<file path="src/rtl/ctrl_pkg.sv">
// Shared encodings for the multicycle RV32I controller: FSM states, ALU op
// classes, ALU function codes, opcodes and datapath select values.
package ctrl_pkg;

    typedef enum logic [3:0] {
        S_FETCH    = 4'd0,
        S_DECODE   = 4'd1,
        S_MEMADR   = 4'd2,
        S_MEMREAD  = 4'd3,
        S_MEMWB    = 4'd4,
        S_MEMWRITE = 4'd5,
        S_EXECR    = 4'd6,
        S_EXECI    = 4'd7,
        S_ALUWB    = 4'd8,
        S_BRANCH   = 4'd9,
        S_JAL      = 4'd10,
        S_ILLEGAL  = 4'd11
    } state_e;

    typedef enum logic [1:0] {
        ALUOP_ADD  = 2'b00,
        ALUOP_SUB  = 2'b01,
        ALUOP_FUNC = 2'b10
    } alu_op_e;

    localparam logic [2:0] ALU_ADD = 3'b000;
    localparam logic [2:0] ALU_SUB = 3'b001;
    localparam logic [2:0] ALU_AND = 3'b010;
    localparam logic [2:0] ALU_OR  = 3'b011;
    localparam logic [2:0] ALU_XOR = 3'b100;
    localparam logic [2:0] ALU_SLT = 3'b101;
    localparam logic [2:0] ALU_SLL = 3'b110;
    localparam logic [2:0] ALU_SRL = 3'b111;

    localparam logic [6:0] OP_LOAD   = 7'b0000011;
    localparam logic [6:0] OP_STORE  = 7'b0100011;
    localparam logic [6:0] OP_RTYPE  = 7'b0110011;
    localparam logic [6:0] OP_ITYPE  = 7'b0010011;
    localparam logic [6:0] OP_BRANCH = 7'b1100011;
    localparam logic [6:0] OP_JAL    = 7'b1101111;

    localparam logic [1:0] RES_ALUOUT    = 2'b00;
    localparam logic [1:0] RES_DATA      = 2'b01;
    localparam logic [1:0] RES_ALURESULT = 2'b10;

    localparam logic [1:0] SRCA_PC    = 2'b00;
    localparam logic [1:0] SRCA_OLDPC = 2'b01;
    localparam logic [1:0] SRCA_RS1   = 2'b10;

    localparam logic [1:0] SRCB_RS2  = 2'b00;
    localparam logic [1:0] SRCB_IMM  = 2'b01;
    localparam logic [1:0] SRCB_FOUR = 2'b10;

    localparam logic [1:0] IMM_I = 2'b00;
    localparam logic [1:0] IMM_S = 2'b01;
    localparam logic [1:0] IMM_B = 2'b10;
    localparam logic [1:0] IMM_J = 2'b11;

    function automatic logic [1:0] imm_src_of(input logic [6:0] op);
        case (op)
            OP_STORE:  imm_src_of = IMM_S;
            OP_BRANCH: imm_src_of = IMM_B;
            OP_JAL:    imm_src_of = IMM_J;
            default:   imm_src_of = IMM_I;
        endcase
    endfunction

endpackage

</file>
<file path="src/rtl/mc_alu_dec.sv">
// ALU decoder: maps the FSM's ALU op class plus funct3/funct7[5]/op[5] onto
// the ALU function code; bits above [2:0] are tied to zero.
module mc_alu_dec import ctrl_pkg::*; #(
    parameter int ALU_CTRL_W = 3
) (
    input  alu_op_e               alu_op,
    input  logic [2:0]            funct3,
    input  logic                  funct7_5,
    input  logic                  op_5,
    output logic [ALU_CTRL_W-1:0] alu_control
);

    logic [2:0] code;

    always_comb begin
        code = ALU_ADD;
        case (alu_op)
            ALUOP_SUB: code = ALU_SUB;
            ALUOP_FUNC: begin
                case (funct3)
                    3'b000:  code = (op_5 && funct7_5) ? ALU_SUB : ALU_ADD;
                    3'b001:  code = ALU_SLL;
                    3'b010:  code = ALU_SLT;
                    3'b100:  code = ALU_XOR;
                    3'b101:  code = ALU_SRL;
                    3'b110:  code = ALU_OR;
                    3'b111:  code = ALU_AND;
                    default: code = ALU_ADD;
                endcase
            end
            default: code = ALU_ADD;
        endcase
        alu_control = ALU_CTRL_W'(code);
    end

endmodule

</file>
<file path="src/rtl/multicycle_control_unit.sv">
// Moore-style FSM controller for the multicycle RV32I datapath with memory
// handshake and bounded wait. Define BRANCH_EXT_EN for the full branch set.
module multicycle_control_unit import ctrl_pkg::*; #(
    parameter int ALU_CTRL_W = 3,
    parameter int WAIT_LIMIT = 15
) (
    input  logic                  clk,
    input  logic                  rst_n,
    input  logic [6:0]            op,
    input  logic [2:0]            funct3,
    input  logic                  funct7_5,
    input  logic                  zero,
    input  logic                  lt,
    input  logic                  ltu,
    input  logic                  mem_ready,
    output logic                  mem_req,
    output logic                  mem_write,
    output logic                  adr_src,
    output logic                  ir_write,
    output logic                  pc_write,
    output logic                  reg_write,
    output logic [1:0]            result_src,
    output logic [1:0]            alu_src_a,
    output logic [1:0]            alu_src_b,
    output logic [1:0]            imm_src,
    output logic [ALU_CTRL_W-1:0] alu_control,
    output logic                  illegal_op,
    output logic                  mem_timeout
);

    localparam int CNT_W = (WAIT_LIMIT > 0) ? $clog2(WAIT_LIMIT + 1) : 1;
    localparam logic [CNT_W-1:0] LIMIT = CNT_W'(WAIT_LIMIT);

    state_e           state_q, state_d;
    logic [CNT_W-1:0] wait_cnt_q, wait_cnt_d;
    alu_op_e          alu_op;
    logic             waiting, expired, taken;
    logic             mem_req_raw, mem_write_raw, ir_write_raw;
    logic             pc_write_raw, reg_write_raw, illegal_raw;

`ifdef BRANCH_EXT_EN
    always_comb begin
        case (funct3)
            3'b000:  taken = zero;
            3'b001:  taken = !zero;
            3'b100:  taken = lt;
            3'b101:  taken = !lt;
            3'b110:  taken = ltu;
            3'b111:  taken = !ltu;
            default: taken = 1'b0;
        endcase
    end
`else
    logic unused_branch_flags;
    assign unused_branch_flags = lt ^ ltu;
    assign taken = zero;
`endif

    assign waiting = (state_q == S_FETCH) || (state_q == S_MEMREAD) || (state_q == S_MEMWRITE);
    assign expired = (WAIT_LIMIT > 0) && waiting && !mem_ready && (wait_cnt_q == LIMIT);
    assign wait_cnt_d = (waiting && !mem_ready && !expired) ? wait_cnt_q + 1'b1 : '0;

    always_ff @(posedge clk or negedge rst_n) begin
        if (!rst_n) begin
            state_q    <= S_FETCH;
            wait_cnt_q <= '0;
        end else begin
            state_q    <= state_d;
            wait_cnt_q <= wait_cnt_d;
        end
    end

    always_comb begin
        state_d       = state_q;
        mem_req_raw   = 1'b0;
        mem_write_raw = 1'b0;
        ir_write_raw  = 1'b0;
        pc_write_raw  = 1'b0;
        reg_write_raw = 1'b0;
        illegal_raw   = 1'b0;
        adr_src       = 1'b0;
        result_src    = RES_ALUOUT;
        alu_src_a     = SRCA_PC;
        alu_src_b     = SRCB_RS2;
        alu_op        = ALUOP_ADD;
        case (state_q)
            S_FETCH: begin
                mem_req_raw = 1'b1;
                alu_src_b   = SRCB_FOUR;
                result_src  = RES_ALURESULT;
                if (mem_ready) begin
                    ir_write_raw = 1'b1;
                    pc_write_raw = 1'b1;
                    state_d      = S_DECODE;
                end
            end
            S_DECODE: begin
                alu_src_a = SRCA_OLDPC;
                alu_src_b = SRCB_IMM;
                case (op)
                    OP_LOAD, OP_STORE: state_d = S_MEMADR;
                    OP_RTYPE:          state_d = S_EXECR;
                    OP_ITYPE:          state_d = S_EXECI;
                    OP_BRANCH:         state_d = S_BRANCH;
                    OP_JAL:            state_d = S_JAL;
                    default:           state_d = S_ILLEGAL;
                endcase
            end
            S_MEMADR: begin
                alu_src_a = SRCA_RS1;
                alu_src_b = SRCB_IMM;
                state_d   = op[5] ? S_MEMWRITE : S_MEMREAD;
            end
            S_MEMREAD: begin
                mem_req_raw = 1'b1;
                adr_src     = 1'b1;
                if (mem_ready)    state_d = S_MEMWB;
                else if (expired) state_d = S_FETCH;
            end
            S_MEMWB: begin
                result_src    = RES_DATA;
                reg_write_raw = 1'b1;
                state_d       = S_FETCH;
            end
            S_MEMWRITE: begin
                mem_req_raw   = 1'b1;
                mem_write_raw = 1'b1;
                adr_src       = 1'b1;
                if (mem_ready || expired) state_d = S_FETCH;
            end
            S_EXECR: begin
                alu_src_a = SRCA_RS1;
                alu_op    = ALUOP_FUNC;
                state_d   = S_ALUWB;
            end
            S_EXECI: begin
                alu_src_a = SRCA_RS1;
                alu_src_b = SRCB_IMM;
                alu_op    = ALUOP_FUNC;
                state_d   = S_ALUWB;
            end
            S_ALUWB: begin
                reg_write_raw = 1'b1;
                state_d       = S_FETCH;
            end
            S_BRANCH: begin
                alu_src_a    = SRCA_RS1;
                alu_op       = ALUOP_SUB;
                pc_write_raw = taken;
                state_d      = S_FETCH;
            end
            S_JAL: begin
                // ALUResult carries OldPC+4 so ALUWB can write the link register.
                alu_src_a    = SRCA_OLDPC;
                alu_src_b    = SRCB_FOUR;
                pc_write_raw = 1'b1;
                state_d      = S_ALUWB;
            end
            S_ILLEGAL: begin
                illegal_raw = 1'b1;
                state_d     = S_FETCH;
            end
            default: state_d = S_FETCH;
        endcase
    end

    mc_alu_dec #(.ALU_CTRL_W(ALU_CTRL_W)) u_alu_dec (
        .alu_op      (alu_op),
        .funct3      (funct3),
        .funct7_5    (funct7_5),
        .op_5        (op[5]),
        .alu_control (alu_control)
    );

    // Enables are forced low during reset even though FETCH would assert them.
    assign mem_req     = rst_n & mem_req_raw;
    assign mem_write   = rst_n & mem_write_raw;
    assign ir_write    = rst_n & ir_write_raw;
    assign pc_write    = rst_n & pc_write_raw;
    assign reg_write   = rst_n & reg_write_raw;
    assign illegal_op  = rst_n & illegal_raw;
    assign mem_timeout = rst_n & expired;
    assign imm_src     = imm_src_of(op);

endmodule

</file>
<file path="config.mk">
export PLATFORM = sky130hd
export DESIGN_NAME = multicycle_control_unit
export DESIGN_NICKNAME = d
export VERILOG_FILES = /design/src/rtl/ctrl_pkg.sv /design/src/rtl/mc_alu_dec.sv /design/src/rtl/multicycle_control_unit.sv
export SDC_FILE = /design/constraint.sdc
export NUM_CORES = 1
export LEC_CHECK = 0
export CAP_MARGIN = 0
export CELL_PAD_IN_SITES_DETAIL_PLACEMENT = 0
export CELL_PAD_IN_SITES_GLOBAL_PLACEMENT = 1
export CORE_MARGIN = 2
export CORE_UTILIZATION = 44
export CTS_BUF_LIST = sky130_fd_sc_hd__clkbuf_8
export DETAILED_ROUTE_END_ITERATION = 8
export DONT_BUFFER_PORTS = 1
export GPL_TIMING_DRIVEN = 0
export MAX_ROUTING_LAYER = met4
export PLACE_DENSITY = 0.87
export REMOVE_ABC_BUFFERS = 1
export SLEW_MARGIN = 25
export SYNTH_ARGS = -nofsm -noshare
export SYNTH_HDL_FRONTEND = slang
export SYNTH_SLANG_ARGS = --single-unit
</file>
<file path="constraint.sdc">
create_clock -name clk -period 1.9 [get_ports clk]
set_input_delay 0.285 -clock clk [delete_from_list [all_inputs] [get_ports clk]]
set_output_delay 0.285 -clock clk [all_outputs]
set_load 0.005 [all_outputs]
</file>
==> out/qor_table.md, run 1 <==
| Group | Result | Value |
| --- | --- | --- |
| global route | Number of global-route vias before repair | 698 |
| sta | Final setup fails | 0 |
| global route | Global Route Usage Sum | 19.8% |
| setup path | Setup slack of the worst register-to-register path | 0.51 ns |
| sta | Post-layout min period | 1.87 ns |
| drt | Length of the first detailed-routing pass in iterations | 4 |
| drt | Via/cell ratio | 5.71 |
| pwr | Leak pwr | 0.444 nW |
| global route | Grt total ovfl | 0 |
| drt | Drt initial violations | 44 |
| pwr | Combinational Power Share | 65.6% |
| setup path | Largest fanout on the critical path | 5 |
| sta | Final Hold Fails | 0 |
| setup path | Worst flop-to-flop path endpoint | state_q[2]$_DFFE_PN0P_ |
| pwr | Flop pwr share | 20.5% |
| synthesis | Total number of yosys warnings | 0 |
| synthesis | Mapped Cells | 114 |
| finish | Fin nets | 148 |
| run status | Result of the run | complete, no violations |
| setup path | Capturing element type of the critical path | output port |
| sta | Highest attainable clock frequency | 535 MHz |
| floorplanning | Starting Density | 47.7% |
| floorplanning | Number of rows created at floorplan | 15 |
| cts | TritonCTS clock tree | yes |
| pwr | Cell internal pwr | 822 uW |
| setup path | Type of origin of the critical path | flop |
| sta | Slew at the pin closest to its max-slew limit | 0.410 ns |
| flow run | Number of maximum-capacitance constraint violations | 0 |
| setup path | Req. time, crit path | 1.62 ns |
| placement | Final HPWL from detailed placement | 1410 um |
| floorplanning | Top-level port count | 36 |
| synthesis | Average cell area after synthesis | 7.38 sq um |
| sta | Worst clock skew | 0.00142 ns |
| global route | Number of antenna violations at the first check in global routing | 0 |
| sta | Final Cycle Share | 98.5% |
| cts | Number of CTS-inserted buffers | 3 |
| placement | Number of buffers added on ports | 0 |
| placement | Worst-case setup slack after placement | -0.316 ns |
| pwr | Maximum ir drop on the vdd rail | 0.724 mV |
| floorplanning | Core footprint | 1760 sq um |
| min path | Worst hold stages | 2 |
| finish | Area of the multi-input gates | 617 sq um |
| sta | Relative slew margins | 72.6% |
| placement | Instance count after placement with tap cells included | 133 |
| sta | Worst Slack Setup Final | 0.0294 ns |
| sta | Setup TNS | 0 ns |
| setup path | Crit path kind | reg -> out |
| floorplanning | Width of the die | 47.7 um |
| cts | Clock insertion delay at the later pin of the skew report | 0.23 ns |
| pwr | Pwr dens | 1440 nW/um^2 |
| finish | Filler cell count in the final layout | 173 |
| min path | Min-Delay Startpoint | op[4] |
| drt | Routed Wire Length | 2410 um |
| setup path | Arrival time at the worst endpoint | 1.59 ns |
| pwr | Net load switching power | 655 uW |
| min path | Hold Crit Endpoint | state_q[2]$_DFFE_PN0P_ |
| finish | Share of final-layout standard cells stronger than drive strength 1 | 24.6% |
| sta | Final-layout worst hold slack | 0.239 ns |
| synthesis | Synthesized cell area | 841 sq um |
| drt | Residual DRC count | 0 |
| cts | Sink count of the clock tree | 8 |
| cts | Root buffer cell | sky130_fd_sc_hd__clkbuf_8 |
| cts | Clock Tree Buf Depth | 2 |
| finish | Most frequent standard cell in the layout excluding fill and tap cells | sky130_fd_sc_hd__nor2_1 |
| global route | Pin count of the biggest net entering global routing | 16 |
| cts | H-tree levels | 1 |
| sta | Slew Limit Fails | 0 |
| finish | Layout overhead on the synthesized area | 22.0% |
| drt | ANT nets after route | 0 |
| finish | Sequential cell area | 205 sq um |
| pwr | Total power | 1.48 mW |
| floorplanning | Die span in y | 47.7 um |
| setup path | FF-to-FF Start | state_q[0]$_DFFE_PN0P_ |
| finish | Top library cells by usage in the layout, fill and taps aside | sky130_fd_sc_hd__nor2_1 (15), sky130_fd_sc_hd__buf_4 (13), sky130_fd_sc_hd__a21oi_1 (9), sky130_fd_sc_hd__nor2b_1 (9), sky130_fd_sc_hd__nand2_1 (6) |
| synthesis | Count of state elements after synthesis | 8 |
| synthesis | Unique masters post-synth | 36 |
| pwr | Switching share of power | 44.3% |
| finish | Post-layout instance count excluding filler cells | 151 |
| finish | Number of diodes added for antenna fixing | 0 |
| global route | First-pass GRT wire length | 2980 um |
| drt | Total vias in the final route | 862 |
| synthesis | Share of synthesized area occupied by flip-flops and latches | 23.8% |
| setup path | Worst Reg-to-Reg Cells | 5 |
| min path | Worst min-delay path class | in -> reg |
| drt | Wirelength per Cell | 15.9 um |
| pwr | Share of total power in the clock network | 13.9% |
| cts | Clock transition at the registers of the reported paths | 0.04 ns |
| floorplanning | Die Area | 2280 sq um |
| placement | RePlAce Congestion | 0.758 |
## power groups by stage
stage / Clock [mW] / Sequential, mW / Combinational, mW
after floorplan: 0 / 0.347 / 0.505
after global placement: 0 / 0.386 / 0.575
after detailed placement: 0 / 0.391 / 0.590
after CTS: 0.208 / 0.320 / 0.843
after global routing: 0.226 / 0.307 / 1.05
final: 0.206 / 0.302 / 0.969
## layout make-up
cell class | count | share of cell area (%)
clock buffers | 3 | 4.02
well taps | 25 | 3.05
repair buffers | 15 | 11.0
flip-flops and latches | 8 | 20.0
multi-input cells | 95 | 60.1
inverters | 5 | 1.83
## per-stage QoR
stage | instance area (sq um) | utilization [%]
after global placement | 838 | 47.5
after global routing | 1030 | 58.2
after CTS | 977 | 55.4
after floorplan | 807 | -
after detailed placement | 838 | 47.5
final | 1030 | 58.2
## synthesized netlist by cell type, drive strengths merged
library cell | number | area, sq um
nor4 | 2 | 18.8
o21ai | 5 | 25.0
and3 | 4 | 25.0
inv | 5 | 18.8
a32o | 1 | 10.0
dfrtp | 8 | 200
or2 | 2 | 12.5
or3 | 2 | 12.5
o21bai | 2 | 15.0
nand2 | 6 | 22.5
o211ai | 1 | 7.51
and2 | 3 | 18.8
nor3b | 3 | 22.5
nand3 | 5 | 25.0
buf | 5 | 30.0
xnor2 | 1 | 8.76
nor3 | 4 | 20.0
mux2i | 2 | 20.0
o221ai | 2 | 17.5
nor2b | 10 | 62.6
nand4 | 1 | 6.26
ha | 3 | 37.5
or3b | 1 | 8.76
o2bb2ai | 1 | 15.0
a211oi | 1 | 7.51
clkbuf | 1 | 3.75
a21oi | 9 | 45.0
nor2 | 16 | 62.6
nand2b | 5 | 33.8
o32a | 1 | 10.0
xor2 | 2 | 17.5
## critical path: stages, from the launching register on
cell and delay, ns:
sky130_fd_sc_hd__dfrtp_2 0.45, sky130_fd_sc_hd__nor2b_1 0.15, sky130_fd_sc_hd__and2_1 0.17, sky130_fd_sc_hd__ha_1 0.33
sky130_fd_sc_hd__a211oi_2 0.25
## what timing repair did
| action | in CTS | in global routing |
|---|---|---|
| hold endpoints to repair | 8 | 0 |
| hold buffers | 1 | 0 |
| endpoints found under the setup margin | 8 | 4 |
| pin swaps | 0 | 1 |
| buffers inserted | 10 | 4 |
| resized for setup | 6 | 4 |
| gates cloned | 0 | 0 |
## worst max path at each step
stage / slack [ns] / start / depth (start not counted) / end
6_report: 0.03 / state_q[1]$_DFFE_PN0P_ / 4 / alu_control[0]
5_1_grt: -0.02 / state_q[1]$_DFFE_PN0P_ / 6 / alu_control[0]
4_1_cts: 0.007 / state_q[2]$_DFFE_PN0P_ / 6 / alu_control[0]
3_5_place_dp: -0.32 / state_q[0]$_DFFE_PN0P_ / 6 / alu_control[0]
3_3_place_gp: -0.27 / state_q[0]$_DFFE_PN0P_ / 4 / alu_control[1]
2_1_floorplan: 0.007 / state_q[0]$_DFFE_PN0P_ / 4 / alu_control[1]
## cell families (layout without fill, tap and decap cells)
kind of cell | Yosys count | in the layout | share of synthesized area [%]
AND/OR/NAND/NOR | 64 | 64 | 41.8
buffers and inverters | 11 | 23 | 6.25
XOR/XNOR | 3 | 3 | 3.13
flip-flops | 8 | 8 | 23.8
multiplexers | 2 | 2 | 2.38
adder cells (fa/ha/maj) | 3 | 3 | 4.46
AO/OA/AOI/OAI | 23 | 23 | 18.2
## sequential cells by signal, summed over array words and instances (netlist names)
signal and count:
state_q 4, wait_cnt_q 4
## routing by layer
metal / wire length (um) / up-vias / GRT usage (%)
met1: 1030 / 397 / 23.3
met5: 0 / - / -
met4: 24 / 0 / 8.65
li1: - / 424 / -
met3: 136 / 2 / 2.64
met2: 1220 / 39 / 33.3
Note: power is estimated with default switching activity, not from simulation.
==> inputs of run 2 (changes only) <==
Settings changed: CORE_UTILIZATION 44 to 42, CTS_BUF_LIST sky130_fd_sc_hd__clkbuf_8 to not set, PLACE_DENSITY 0.87 to 0.83.
==> out/qor_table.md, run 2 (synthesized netlist as in run 1, its figures left out) <==
| Group | Result | Value |
| --- | --- | --- |
| drt | Wirelength per Cell | 14.8 um |
| setup path | Capturing element type of the critical path | output port |
| drt | Residual DRC count | 0 |
| setup path | Start point of the critical path | state_q[1]$_DFFE_PN0P_ |
| sta | Slew Limit Fails | 0 |
| sta | Final Cycle Share | 98.5% |
| sta | Post-layout min period | 1.87 ns |
| cts | Root buffer cell | sky130_fd_sc_hd__clkbuf_4 |
| cts | H-tree levels | 1 |
| sta | Setup repair after global routing missed its margin | true |
| finish | Final core occ | 55.4% |
| pwr | Leak pwr | 0.464 nW |
| cts | TritonCTS clock tree | yes |
| cts | Sink count of the clock tree | 8 |
| floorplanning | Core footprint | 1920 sq um |
| sta | Setup TNS | 0 ns |
| flow run | Number of maximum-capacitance constraint violations | 0 |
| pwr | Pwr dens | 1410 nW/um^2 |
| floorplanning | Starting Density | 43.7% |
| finish | Most frequent standard cell in the layout excluding fill and tap cells | sky130_fd_sc_hd__buf_4 |
| finish | Largest registers in the final layout | state_q: 4 flops, wait_cnt_q: 4 flops |
| cts | Clock transition at the registers of the reported paths | 0.05 ns |
| min path | Worst min-delay path class | in -> reg |
| global route | Pin count of the biggest net entering global routing | 16 |
| drt | ANT nets after route | 0 |
| drt | Via/cell ratio | 5.61 |
| sta | Final Hold Fails | 0 |
| setup path | FF-to-FF Start | state_q[2]$_DFFE_PN0P_ |
| global route | Number of global-route vias before repair | 841 |
| global route | Number of antenna violations at the first check in global routing | 0 |
| setup path | Type of origin of the critical path | flop |
| finish | Share of final-layout standard cells stronger than drive strength 1 | 29.2% |
| floorplanning | Die Area | 2380 sq um |
| placement | Number of buffers added on ports | 0 |
| drt | Routed Wire Length | 2320 um |
| sta | Worst clock skew | 0.00585 ns |
| cts | Clock insertion delay at the later pin of the skew report | 0.26 ns |
| sta | Relative slew margins | 74.4% |
| cts | Clock Tree Buf Depth | 2 |
| floorplanning | Die span in y | 48.7 um |
| setup path | Largest fanout on the critical path | 6 |
| placement | RePlAce Congestion | 0.747 |
| drt | Length of the first detailed-routing pass in iterations | 4 |
| sta | Final setup fails | 0 |
| cts | Number of CTS-inserted buffers | 3 |
| sta | Slew at the pin closest to its max-slew limit | 0.382 ns |
| setup path | Crit path kind | reg -> out |
| setup path | Arrival time at the worst endpoint | 1.59 ns |
| global route | First-pass GRT wire length | 3560 um |
| placement | Final HPWL from detailed placement | 1430 um |
| finish | Fin nets | 152 |
| global route | Global Route Usage Sum | 19.5% |
| floorplanning | Number of rows created at floorplan | 16 |
| drt | Total vias in the final route | 880 |
| floorplanning | Width of the die | 48.7 um |
| min path | Min-Delay Startpoint | op[4] |
| finish | Top library cells by usage in the layout, fill and taps aside | sky130_fd_sc_hd__buf_4 (16), sky130_fd_sc_hd__nor2_1 (15), sky130_fd_sc_hd__a21oi_1 (9) |
| floorplanning | Top-level port count | 36 |
| finish | Layout overhead on the synthesized area | 26.6% |
| finish | Number of diodes added for antenna fixing | 0 |
| pwr | Maximum ir drop on the vdd rail | 0.607 mV |
| drt | Drt initial violations | 14 |
| setup path | Req. time, crit path | 1.62 ns |
| global route | Grt total ovfl | 0 |
| run status | Result of the run | complete, no violations |
| sta | Highest attainable clock frequency | 534 MHz |
run 2: per-layer routing:
layer / vias to the layer above / global-route usage (%) / routed length (um)
met2: 28 / 31.5 / 1120
li1: 435 / - / -
met3: 5 / 4.01 / 123
met4: 0 / 8.57 / 35
met1: 412 / 23.4 / 1030
met5: - / - / 0
run 2: area by class of cell:
| type | instances | area [sq um] |
|---|---|---|
| repair buffers | 19 | 140 |
| multi-input cells | 95 | 644 |
| well taps | 27 | 33.8 |
| inverters | 5 | 18.8 |
| flip-flops and latches | 8 | 205 |
| fillers | 188 | 857 |
| clock buffers | 3 | 22.5 |
run 2: stage by stage:
stage / hold WS [ns] / std cells / instance area [sq um] / total power, mW / setup slack, ns
floorplan: -0.0106 / 108 / 807 / 0.852 / 0.00670
global placement: -0.0101 / 135 / 841 / 0.964 / -0.328
detailed placement: -0.0103 / 135 / 841 / 0.980 / -0.308
CTS: 0.187 / 148 / 968 / 1.30 / 0.00509
global route: 0.200 / 157 / 1060 / 1.63 / -0.0286
finish: 0.185 / 157 / 1060 / 1.50 / 0.0287
run 2: timing repair:
| action | in CTS | in global routing |
|---|---|---|
| hold buffers | 1 | 0 |
| pin swaps | 0 | 3 |
| setup endpoints to repair | 8 | 6 |
| hold endpoints to repair | 8 | 0 |
| gates resized for setup | 9 | 5 |
| buffers inserted | 9 | 9 |
run 2: report_power, final:
part           total, mW  switching, mW  internal [mW]
registers          0.313         0.0820          0.231
clock network      0.134         0.0612         0.0725
logic               1.06          0.540          0.516
run 2: worst paths after layout:
| kind | slack, ns | cells past startpoint | to |
|---|---|---|---|
| max in group asynchronous | 1.23 | 1 | state_q[1]$_DFFE_PN0P_ |
| hold / removal | 0.18 | 2 | state_q[2]$_DFFE_PN0P_ |
| setup / recovery | 0.03 | 4 | alu_control[1] |
| min in group asynchronous | 0.38 | 1 | state_q[0]$_DFFE_PN0P_ |
| setup reg to reg | 0.40 | 6 | wait_cnt_q[3]$_DFF_PN0_ |
| hold reg to reg | 0.46 | 1 | wait_cnt_q[0]$_DFF_PN0_ |
run 2: critical path: stages, from the launching register on:
cell	delay (ns)
sky130_fd_sc_hd__dfrtp_2	0.46
sky130_fd_sc_hd__nor2b_2	0.18
sky130_fd_sc_hd__and2_1	0.17
sky130_fd_sc_hd__ha_1	0.31
sky130_fd_sc_hd__nor3b_2	0.21
